**config.mk**
```make
export PLATFORM = sky130hd
export DESIGN_NAME = uart_tx_arbiter
export DESIGN_NICKNAME = d
export VERILOG_FILES = /design/src/rtl/uart_arb_pkg.sv /design/src/rtl/rr_arbiter2.sv /design/src/rtl/uart_tx_arbiter.sv
export SDC_FILE = /design/constraint.sdc
export NUM_CORES = 1
export LEC_CHECK = 0
export CAP_MARGIN = 0
export CORE_ASPECT_RATIO = 1.5
export CORE_MARGIN = 2
export CORE_UTILIZATION = 45
export CTS_CLUSTER_SIZE = 28
export DETAILED_ROUTE_END_ITERATION = 8
export DONT_BUFFER_PORTS = 1
export GPL_ROUTABILITY_DRIVEN = 1
export PLACE_DENSITY = 0.68
export SYNTH_ARGS = -nofsm -noshare
export SYNTH_HDL_FRONTEND = slang
export SYNTH_SLANG_ARGS = --single-unit
```
**constraint.sdc**
```tcl
create_clock -name i_clk -period 3.49 [get_ports i_clk]
set_input_delay 0.698 -clock i_clk [delete_from_list [all_inputs] [get_ports i_clk]]
set_output_delay 0.698 -clock i_clk [all_outputs]
set_load 0.01 [all_outputs]
```
**src/rtl/uart_arb_pkg.sv**
```systemverilog
// Shared types for the UART transmit arbiter: FSM states, grant encodings and source tags.
// The source tags and TAG state exist only when UART_ARB_SRC_TAG_EN is defined.
package uart_arb_pkg;

  typedef enum logic [1:0] {
    ST_IDLE  = 2'd0,
`ifdef UART_ARB_SRC_TAG_EN
    ST_TAG   = 2'd1,
`endif
    ST_PASS  = 2'd2,
    ST_DRAIN = 2'd3
  } state_e;

  localparam logic [1:0] GNT_NONE = 2'b00;
  localparam logic [1:0] GNT_S0   = 2'b01;
  localparam logic [1:0] GNT_S1   = 2'b10;

`ifdef UART_ARB_SRC_TAG_EN
  localparam logic [7:0] TAG_S0 = 8'hA5;
  localparam logic [7:0] TAG_S1 = 8'hC3;
`endif

endpackage

```
**src/rtl/rr_arbiter2.sv**
```systemverilog
// Two-request round-robin picker; on advance the pointer moves to favour the source not granted.
module rr_arbiter2
  import uart_arb_pkg::*;
(
  input  logic       i_clk,
  input  logic       i_rst,
  input  logic [1:0] req_i,
  input  logic       advance_i,
  output logic [1:0] gnt_o
);

  // ptr_q = 0 favours source 0, 1 favours source 1
  logic ptr_q, ptr_d;

  always_comb begin
    // NOTE: every combinational output gets a default first so no path leaves it unassigned (no latch).
    gnt_o = GNT_NONE;
    ptr_d = ptr_q;
    if (req_i == 2'b11) begin
      gnt_o = ptr_q ? GNT_S1 : GNT_S0;
    end else begin
      gnt_o = req_i;
    end
    if (advance_i && gnt_o != GNT_NONE) begin
      ptr_d = gnt_o[0];
    end
  end

  always_ff @(posedge i_clk) begin
    // NOTE: state registers use non-blocking assignments so all flops update from pre-edge values.
    if (i_rst) begin
      ptr_q <= 1'b0;
    end else begin
      ptr_q <= ptr_d;
    end
  end

endmodule

```
**src/rtl/uart_tx_arbiter.sv**
```systemverilog
// Packet-atomic round-robin arbiter for two byte sources onto the UART DMA stream, with length
// guard and stall timeout. Define UART_ARB_SRC_TAG_EN to prefix each packet with a source tag byte.
module uart_tx_arbiter
  import uart_arb_pkg::*;
#(
  parameter int P_DATA_WIDTH    = 8,
  parameter int P_MAX_PKT_LEN   = 256,
  parameter int P_STALL_TIMEOUT = 5_000_000
) (
  input  logic                    i_clk,
  input  logic                    i_rst,
  input  logic [P_DATA_WIDTH-1:0] i_s0_data,
  input  logic                    i_s0_last,
  input  logic                    i_s0_valid,
  output logic                    o_s0_ready,
  input  logic [P_DATA_WIDTH-1:0] i_s1_data,
  input  logic                    i_s1_last,
  input  logic                    i_s1_valid,
  output logic                    o_s1_ready,
  output logic [P_DATA_WIDTH-1:0] o_tx_data,
  output logic                    o_tx_last,
  output logic                    o_tx_valid,
  input  logic                    i_tx_ready,
  output logic [1:0]              o_grant,
  output logic                    o_err_len,
  output logic                    o_err_stall
);

  localparam int                 STALL_W    = $clog2(P_STALL_TIMEOUT + 1);
  localparam logic [15:0]        BEAT_LAST  = 16'(P_MAX_PKT_LEN - 1);
  localparam logic [STALL_W-1:0] STALL_LAST = STALL_W'(P_STALL_TIMEOUT - 1);

  state_e               state_q, state_d;
  logic [1:0]           grant_q, grant_d;
  logic [15:0]          beat_q, beat_d;
  logic [STALL_W-1:0]   stall_q, stall_d;
  logic                 err_len_q, err_len_d;
  logic                 err_stall_q, err_stall_d;

  logic [1:0]              arb_gnt;
  logic [P_DATA_WIDTH-1:0] g_data;
  logic                    g_last, g_valid, g_ready;
  logic                    hs, force_last, stall_hit;

  rr_arbiter2 u_rr (
    .i_clk     (i_clk),
    .i_rst     (i_rst),
    .req_i     ({i_s1_valid, i_s0_valid}),
    .advance_i (state_q == ST_IDLE),
    .gnt_o     (arb_gnt)
  );

  assign g_data     = grant_q[1] ? i_s1_data  : i_s0_data;
  assign g_last     = grant_q[1] ? i_s1_last  : i_s0_last;
  assign g_valid    = grant_q[1] ? i_s1_valid : i_s0_valid;
  assign hs         = g_valid & g_ready;
  assign force_last = (beat_q == BEAT_LAST);
  assign stall_hit  = ~g_valid && (stall_q == STALL_LAST);

  always_comb begin
    state_d     = state_q;
    grant_d     = grant_q;
    beat_d      = beat_q;
    stall_d     = stall_q;
    err_len_d   = 1'b0;
    err_stall_d = 1'b0;
    g_ready     = 1'b0;
    o_tx_data   = '0;
    o_tx_valid  = 1'b0;
    o_tx_last   = 1'b0;

    unique case (state_q)
      ST_IDLE: begin
        if (arb_gnt != GNT_NONE) begin
          grant_d = arb_gnt;
`ifdef UART_ARB_SRC_TAG_EN
          state_d = ST_TAG;
`else
          state_d = ST_PASS;
`endif
        end
      end

`ifdef UART_ARB_SRC_TAG_EN
      ST_TAG: begin
        o_tx_data  = grant_q[1] ? P_DATA_WIDTH'(TAG_S1) : P_DATA_WIDTH'(TAG_S0);
        o_tx_valid = 1'b1;
        if (i_tx_ready) begin
          state_d = ST_PASS;
        end
      end
`endif

      ST_PASS: begin
        o_tx_data  = g_data;
        o_tx_valid = g_valid;
        o_tx_last  = g_last | force_last;
        g_ready    = i_tx_ready;
        if (hs) begin
          stall_d = '0;
          if (g_last) begin
            state_d = ST_IDLE;
            grant_d = GNT_NONE;
            beat_d  = '0;
          end else if (force_last) begin
            state_d   = ST_DRAIN;
            beat_d    = '0;
            err_len_d = 1'b1;
          end else if (beat_q != 16'hFFFF) begin
            beat_d = beat_q + 16'd1;
          end
        end else if (stall_hit) begin
          state_d     = ST_DRAIN;
          stall_d     = '0;
          beat_d      = '0;
          err_stall_d = 1'b1;
        end else if (!g_valid) begin
          stall_d = stall_q + 1'b1;
        end
      end

      // Swallow the rest of a truncated/aborted packet; a second timeout just releases the link.
      ST_DRAIN: begin
        g_ready = 1'b1;
        if (hs) begin
          stall_d = '0;
          if (g_last) begin
            state_d = ST_IDLE;
            grant_d = GNT_NONE;
          end
        end else if (stall_hit) begin
          state_d = ST_IDLE;
          grant_d = GNT_NONE;
          stall_d = '0;
        end else begin
          stall_d = stall_q + 1'b1;
        end
      end

      default: begin
        state_d = ST_IDLE;
        grant_d = GNT_NONE;
      end
    endcase
  end

  always_ff @(posedge i_clk) begin
    if (i_rst) begin
      state_q     <= ST_IDLE;
      grant_q     <= GNT_NONE;
      beat_q      <= '0;
      stall_q     <= '0;
      err_len_q   <= 1'b0;
      err_stall_q <= 1'b0;
    end else begin
      state_q     <= state_d;
      grant_q     <= grant_d;
      beat_q      <= beat_d;
      stall_q     <= stall_d;
      err_len_q   <= err_len_d;
      err_stall_q <= err_stall_d;
    end
  end

  assign o_s0_ready  = g_ready & grant_q[0];
  assign o_s1_ready  = g_ready & grant_q[1];
  assign o_grant     = grant_q;
  assign o_err_len   = err_len_q;
  assign o_err_stall = err_stall_q;

endmodule

```
After elaboration in Yosys (flattened, before gate mapping). Index checks and enable logic that the tools add are counted.

Reduce and logical (&&, ||, !) cells: 12. Div/mod/pow operators: 0. Eq/ne operators: 14. Bitwise logic cells: 7. Order comparisons: 0. Add/subtract/negate cells: 2. Mux-type cells: 36. $mul: 0. Shift-type cells: 0.

Operator list (count): $mux W23 (5); $mux W16 (5); $pmux W23 S2 (1); $mux W2 (14); $add A23 B1 Y23 const B (1); $eq A23 B23 Y1 const B (1); $add A16 B1 Y16 const B (1); $eq A16 B8 Y1 const B (1); $mux W8 (2); $ne A16 B16 Y1 const B (1); $pmux W2 S3 (2); $ne A3 B3 Y1 const B (3); $ne A4 B4 Y1 const B (2); $eq A2 B2 Y1 const B (3); $mux W1 (6); $reduce_and A3 Y1 (2); $reduce_bool A2 Y1 (3); $reduce_and A5 Y1 (1); $ne A2 B2 Y1 const B (2); $ne A4 B2 Y1 const B (1); $reduce_or A4 Y1 (1); $and A1 B1 Y1 (3); $not A1 Y1 (3); $reduce_or A3 Y1 (1); other kinds (5) (6).

ROM bits: 0. Logic and storage cells: 78. Latch bits: 0. Bits in registers: 46. Memories kept: 0. Output and inout port bits: 16. Memory bits (writable): 0.

Depth between registers and ports, before layout.
Word-level depth: 6. Gate-level depth with buffers: 8. Depth with buffers taken out: 7.

Cells and area by module. From an unflattened synthesis, not the netlist that was laid out.

Cell total of the unflattened synthesis: 320. Area, all modules: 2726.4 µm².

Modules (own cells, without submodules): uart_tx_arbiter (cells each 313, instances 1, area each 2661.3 µm², sequential area each 900.9 µm²); rr_arbiter2 (cells each 7, instances 1, area each 65.1 µm², sequential area each 20.0 µm²).

Worst setup path before layout. No wires, ideal clock.

Path type: input port to flip-flop. Start: input port i_tx_ready. End: register beat_q[1]. Cell stages on the path: 7. Data arrival time: 1.964 ns. Buffers on the path: 1. Setup slack: 1.397 ns. Setup time: 0.129 ns. Required time: 3.361 ns. Path through: o21ai_0 > nor3_4 > and2_1 > buf_6 > a211o_2 > a22oi_1 > nor2_1.

Word-level cells in the longest chain between the ends: 4. Elaborated cells on any way between the ends: 6.

Ends and longest elaborated chain: start, declared (RTL line uart_tx_arbiter.sv:23) `input logic i_tx_ready,`; $pmux W1 S2 (*) (RTL line uart_tx_arbiter.sv:72) `unique case (state_q)`; $and A1 B1 Y1 (*) (RTL line uart_tx_arbiter.sv:56) `assign hs = g_valid & g_ready;`; $ne A4 B2 Y1 (no source line) or $reduce_bool A2 Y1 (tied branches); $reduce_and A3 Y1 (no source line); end signal, assigned (RTL line uart_tx_arbiter.sv:158) `beat_q <= beat_d;`; end, declared (RTL line uart_tx_arbiter.sv:35) `logic [15:0] beat_q, beat_d;`.

Mark *: on every way between the ends. The rest lies on a longest branch, timed or not. A chain may end at the register's enable or synchronous reset.

Worst setup path after layout.
Start: register state_q[1]. End: register beat_q[8].

Word-level cells in the longest chain between the ends: 5. Elaborated cells on any way between the ends: 8.

Ends and longest elaborated chain: start, declared (RTL line uart_tx_arbiter.sv:33) `state_e state_q, state_d;`; start signal, assigned (RTL line uart_tx_arbiter.sv:156) `state_q <= state_d;`; $eq A2 B2 Y1 (RTL line uart_tx_arbiter.sv:72); $pmux W1 S2 (RTL line uart_tx_arbiter.sv:72); $and A1 B1 Y1 (RTL line uart_tx_arbiter.sv:56); $ne A4 B2 Y1 (no source line) or $reduce_bool A2 Y1 (tied branches); $reduce_and A3 Y1 (no source line).

Parallel ways exist; a longest one is shown, timed or not.

==> out/results.ini <==
[sta]
fin_setup_tns_ns=0
slew_viol_final=0
timing.fmax_ghz=0.390
clock_skew_ns=0.00650
min_period_over_period_pct=73.5
tightest_slew_ns=0.646
hold_ws_ns=0.453
fin_crit_ns=2.57
setup_violations=0
rsz0062_at_grt=no
hold_violations=0
slew_headroom_pct=56.6

[cts]
h-tree-depth=2
cts_setup_buffers=0
clk_pin_slew_ns=0.09
cts_tree=built
cts_root_buf=clkbuf_8
clock-sinks=46
cts_buffers=5
insertion_delay_ns=0.30
cts_resized=0
cts_max_path_buffers=2
holdBufCountCts=0

[critical_path]
cp-endpoint=beat_q[8]
cp.required_ns=3.69
crit_fanout=15
slowest_delay_ns=0.55
crit_path_start=state_q[1]
critPathKind=reg2reg
rrSetupSlack_ns=0.92
r2r_start=state_q[1]
path_cells=nand2b_1 -> nor2_1 -> nand4_1 -> nor2_2 -> a31oi_1 -> a311oi_1
worstPathArrival_ns=2.77
r2r_end=beat_q[8]
cp-start-kind=flip-flop
cpMaxStageDelayCell=dfxtp_1
end_kind=flip-flop
cp_num_buf_inv=0
rr_worst_depth=6
path_depth=6
critPathTopFamily=simple AND/OR/NAND/NOR gates

[worst_hold_path]
min_from=i_rst
hold_path_depth=1
hold_path_class=in2reg

[power]
power.total_uw=1040
pwr-share-clk_pct=38.7
power_density_mw_per_mm2=376
switching_share_pct=25.0
internal_power_uw=777
p_switching_uw=259
p_comb_share_pct=8.9
seqPwrFrac_pct=52.4
p_leak_uw=0.000886
peakVddDrop_v=0.000194

[synth]
syn-mean-instance-area_um2=8.21
synth_edf_count=0
synthArstFlopShare_pct=0
ys.flop_type=dfxtp_1
yosysSeqAreaShare_pct=35.4
synth_area_mm2=0.00260
yosys_warnings=0
synth_cell_types=55
synth_seq_cells=46
netlist_instances=317
syn_nets=342

[detailed_routing]
via_count=2309
wire_per_inst_um=15.4
drc=0
drt_first_iter_violations=243
drt_pass1_iterations=4
routed_via_density=6.00
ant_nets=0
drt_wl_total_um=5940

[placement]
gp_congestion=0.924
portBuffers=0
place_inst=377
dp_hpwl_um=4260

[global_routing]
grt_max_degree=29
grt_pass1_vias=2284
antenna_found_initial=0
grt_pass1_wl_um=10400
grt_overflow=0
gr-usage-all-layers_pct=20.2

[outcome]
status=complete, no violations

[floorplan]
ios=39
dieHeight_um=97.1
dieArea_mm2=0.00642
rows=33
core_mm2=0.00553
die_w_um=66.1
initial_utilization_pct=47.0

[job]
drv_cap=0

[finish]
nets=339
fin_cells=385
layout-drive-gt1-share_pct=8.25
area_growth_pct=5.72
diodes=0
post-route-util_pct=49.7

-- power by group through the flow --
| stage | Combinational, uW | Sequential, uW | Clock (uW) |
|---|---|---|---|
| after global placement | 90.5 | 554 | 0 |
| after global routing | 102 | 544 | 429 |
| after floorplan | 87.7 | 549 | 0 |
| after CTS | 92.7 | 542 | 405 |
| final | 92.2 | 542 | 401 |
| after detailed placement | 92.4 | 555 | 0 |
-- layout by cell type, fill, tap and decap left out, types with 3 or more instances in the layout --
| cell | instances |
|---|---|
| clkbuf_8 | 5 |
| nand2_1 | 25 |
| and2_1 | 4 |
| or3_1 | 4 |
| nand3_1 | 18 |
| and4_1 | 4 |
| a311oi_1 | 8 |
| mux2i_1 | 9 |
| a31oi_1 | 6 |
| nand2b_1 | 6 |
| nand4_1 | 10 |
| dfxtp_1 | 46 |
| nor4_1 | 4 |
| nor2b_1 | 3 |
| a21oi_1 | 18 |
| and3_1 | 8 |
| nor2_1 | 47 |
| a211oi_1 | 3 |
| o21ai_0 | 6 |
| xnor2_1 | 8 |
| inv_1 | 4 |
| nor3_1 | 16 |
| xor2_1 | 10 |
-- how the worst min path moves through the flow --
stage,to,slack (ns)
after detailed placement,beat_q[15],0.50
after CTS,beat_q[12],0.44
after global placement,u_rr.ptr_q,0.50
after global routing,o_grant[0],0.44
after floorplan,beat_q[15],0.45
final,beat_q[12],0.45
-- stage by stage --
step	setup slack, ns	instance area, um2
detailed placement	0.942	2640
floorplan	1.40	2600
global placement	1.13	2640
finish	0.924	2750
global route	0.578	2750
CTS	0.924	2750
-- layer usage --
layer	wire, um	vias up	global-route usage (%)	share of wire, %
li1	-	1158	-	-
met1	2600	1107	24.3	44
met2	3120	38	34.3	52
met3	159	6	4.06	2.7
met4	65	0	7.69	1.1
met5	0	-	0	0
-- cell type report --
cell class / instances / area [um2]
Sequential cell: 46 / 921
Multi-Input combinational cell: 255 / 1600
Tap cell: 70 / 87.6
Timing Repair Buffer: 2 / 15.0
Inverter: 4 / 15.0
Fill cell: 530 / 2780
Clock buffer: 5 / 68.8
Clock inverter: 3 / 40.0
-- cells in the mapped netlist (all sizes together), types with 2 or more instances --
| cell type | count | area [um2] |
|---|---|---|
| nor4 | 4 | 25.0 |
| o21bai | 2 | 15.0 |
| nand4 | 12 | 87.6 |
| o21a | 2 | 15.0 |
| ha | 2 | 25.0 |
| a31oi | 6 | 37.5 |
| dfxtp | 46 | 921 |
| inv | 4 | 15.0 |
| and4 | 5 | 45.0 |
| or3 | 6 | 47.5 |
| nand2b | 6 | 37.5 |
| a22oi | 2 | 15.0 |
| nor2b | 3 | 18.8 |
| clkbuf | 5 | 18.8 |
| nor4b | 2 | 17.5 |
| a211oi | 5 | 55.1 |
| xor2 | 10 | 87.6 |
| and2 | 4 | 25.0 |
| buf | 7 | 43.8 |
| mux2i | 10 | 113 |
| nor2 | 48 | 183 |
| o31ai | 2 | 15.0 |
| a21oi | 19 | 98.9 |
| and3 | 8 | 50.1 |
| xnor2 | 8 | 70.1 |
| a311oi | 8 | 70.1 |
| nor3 | 18 | 113 |
| nand2 | 25 | 93.8 |
| o21ai | 7 | 35.0 |
| nand3 | 18 | 90.1 |
-- worst register-to-register path, cell delays in order (launching register included) --
cell and delay [ns]:
dfxtp_1 0.55, nand2b_1 0.41, nor2_1 0.41, nand4_1 0.28
nor2_2 0.40, a31oi_1 0.14, a311oi_1 0.28
-- state kept, by name (all words and copies together) (netlist names) --
signal,cells
u_rr.ptr_q,1
state_q,2
o_grant,2
o_err_stall,1
stall_q,23
beat_q,16
o_err_len,1
-- logic make-up (layout without fill, tap and decap cells) --
group / count (synthesis) / in the layout / share of synthesized area (%)
compound gates: 61 / 61 / 16.7
xor+xnor: 18 / 18 / 6.06
fa+ha+maj: 2 / 2 / 0.961
buf+inv: 16 / 14 / 2.98
flops: 46 / 46 / 35.4
mux: 11 / 11 / 4.76
simple gates: 163 / 163 / 33.2
Note: power is estimated with default switching activity, not from simulation.
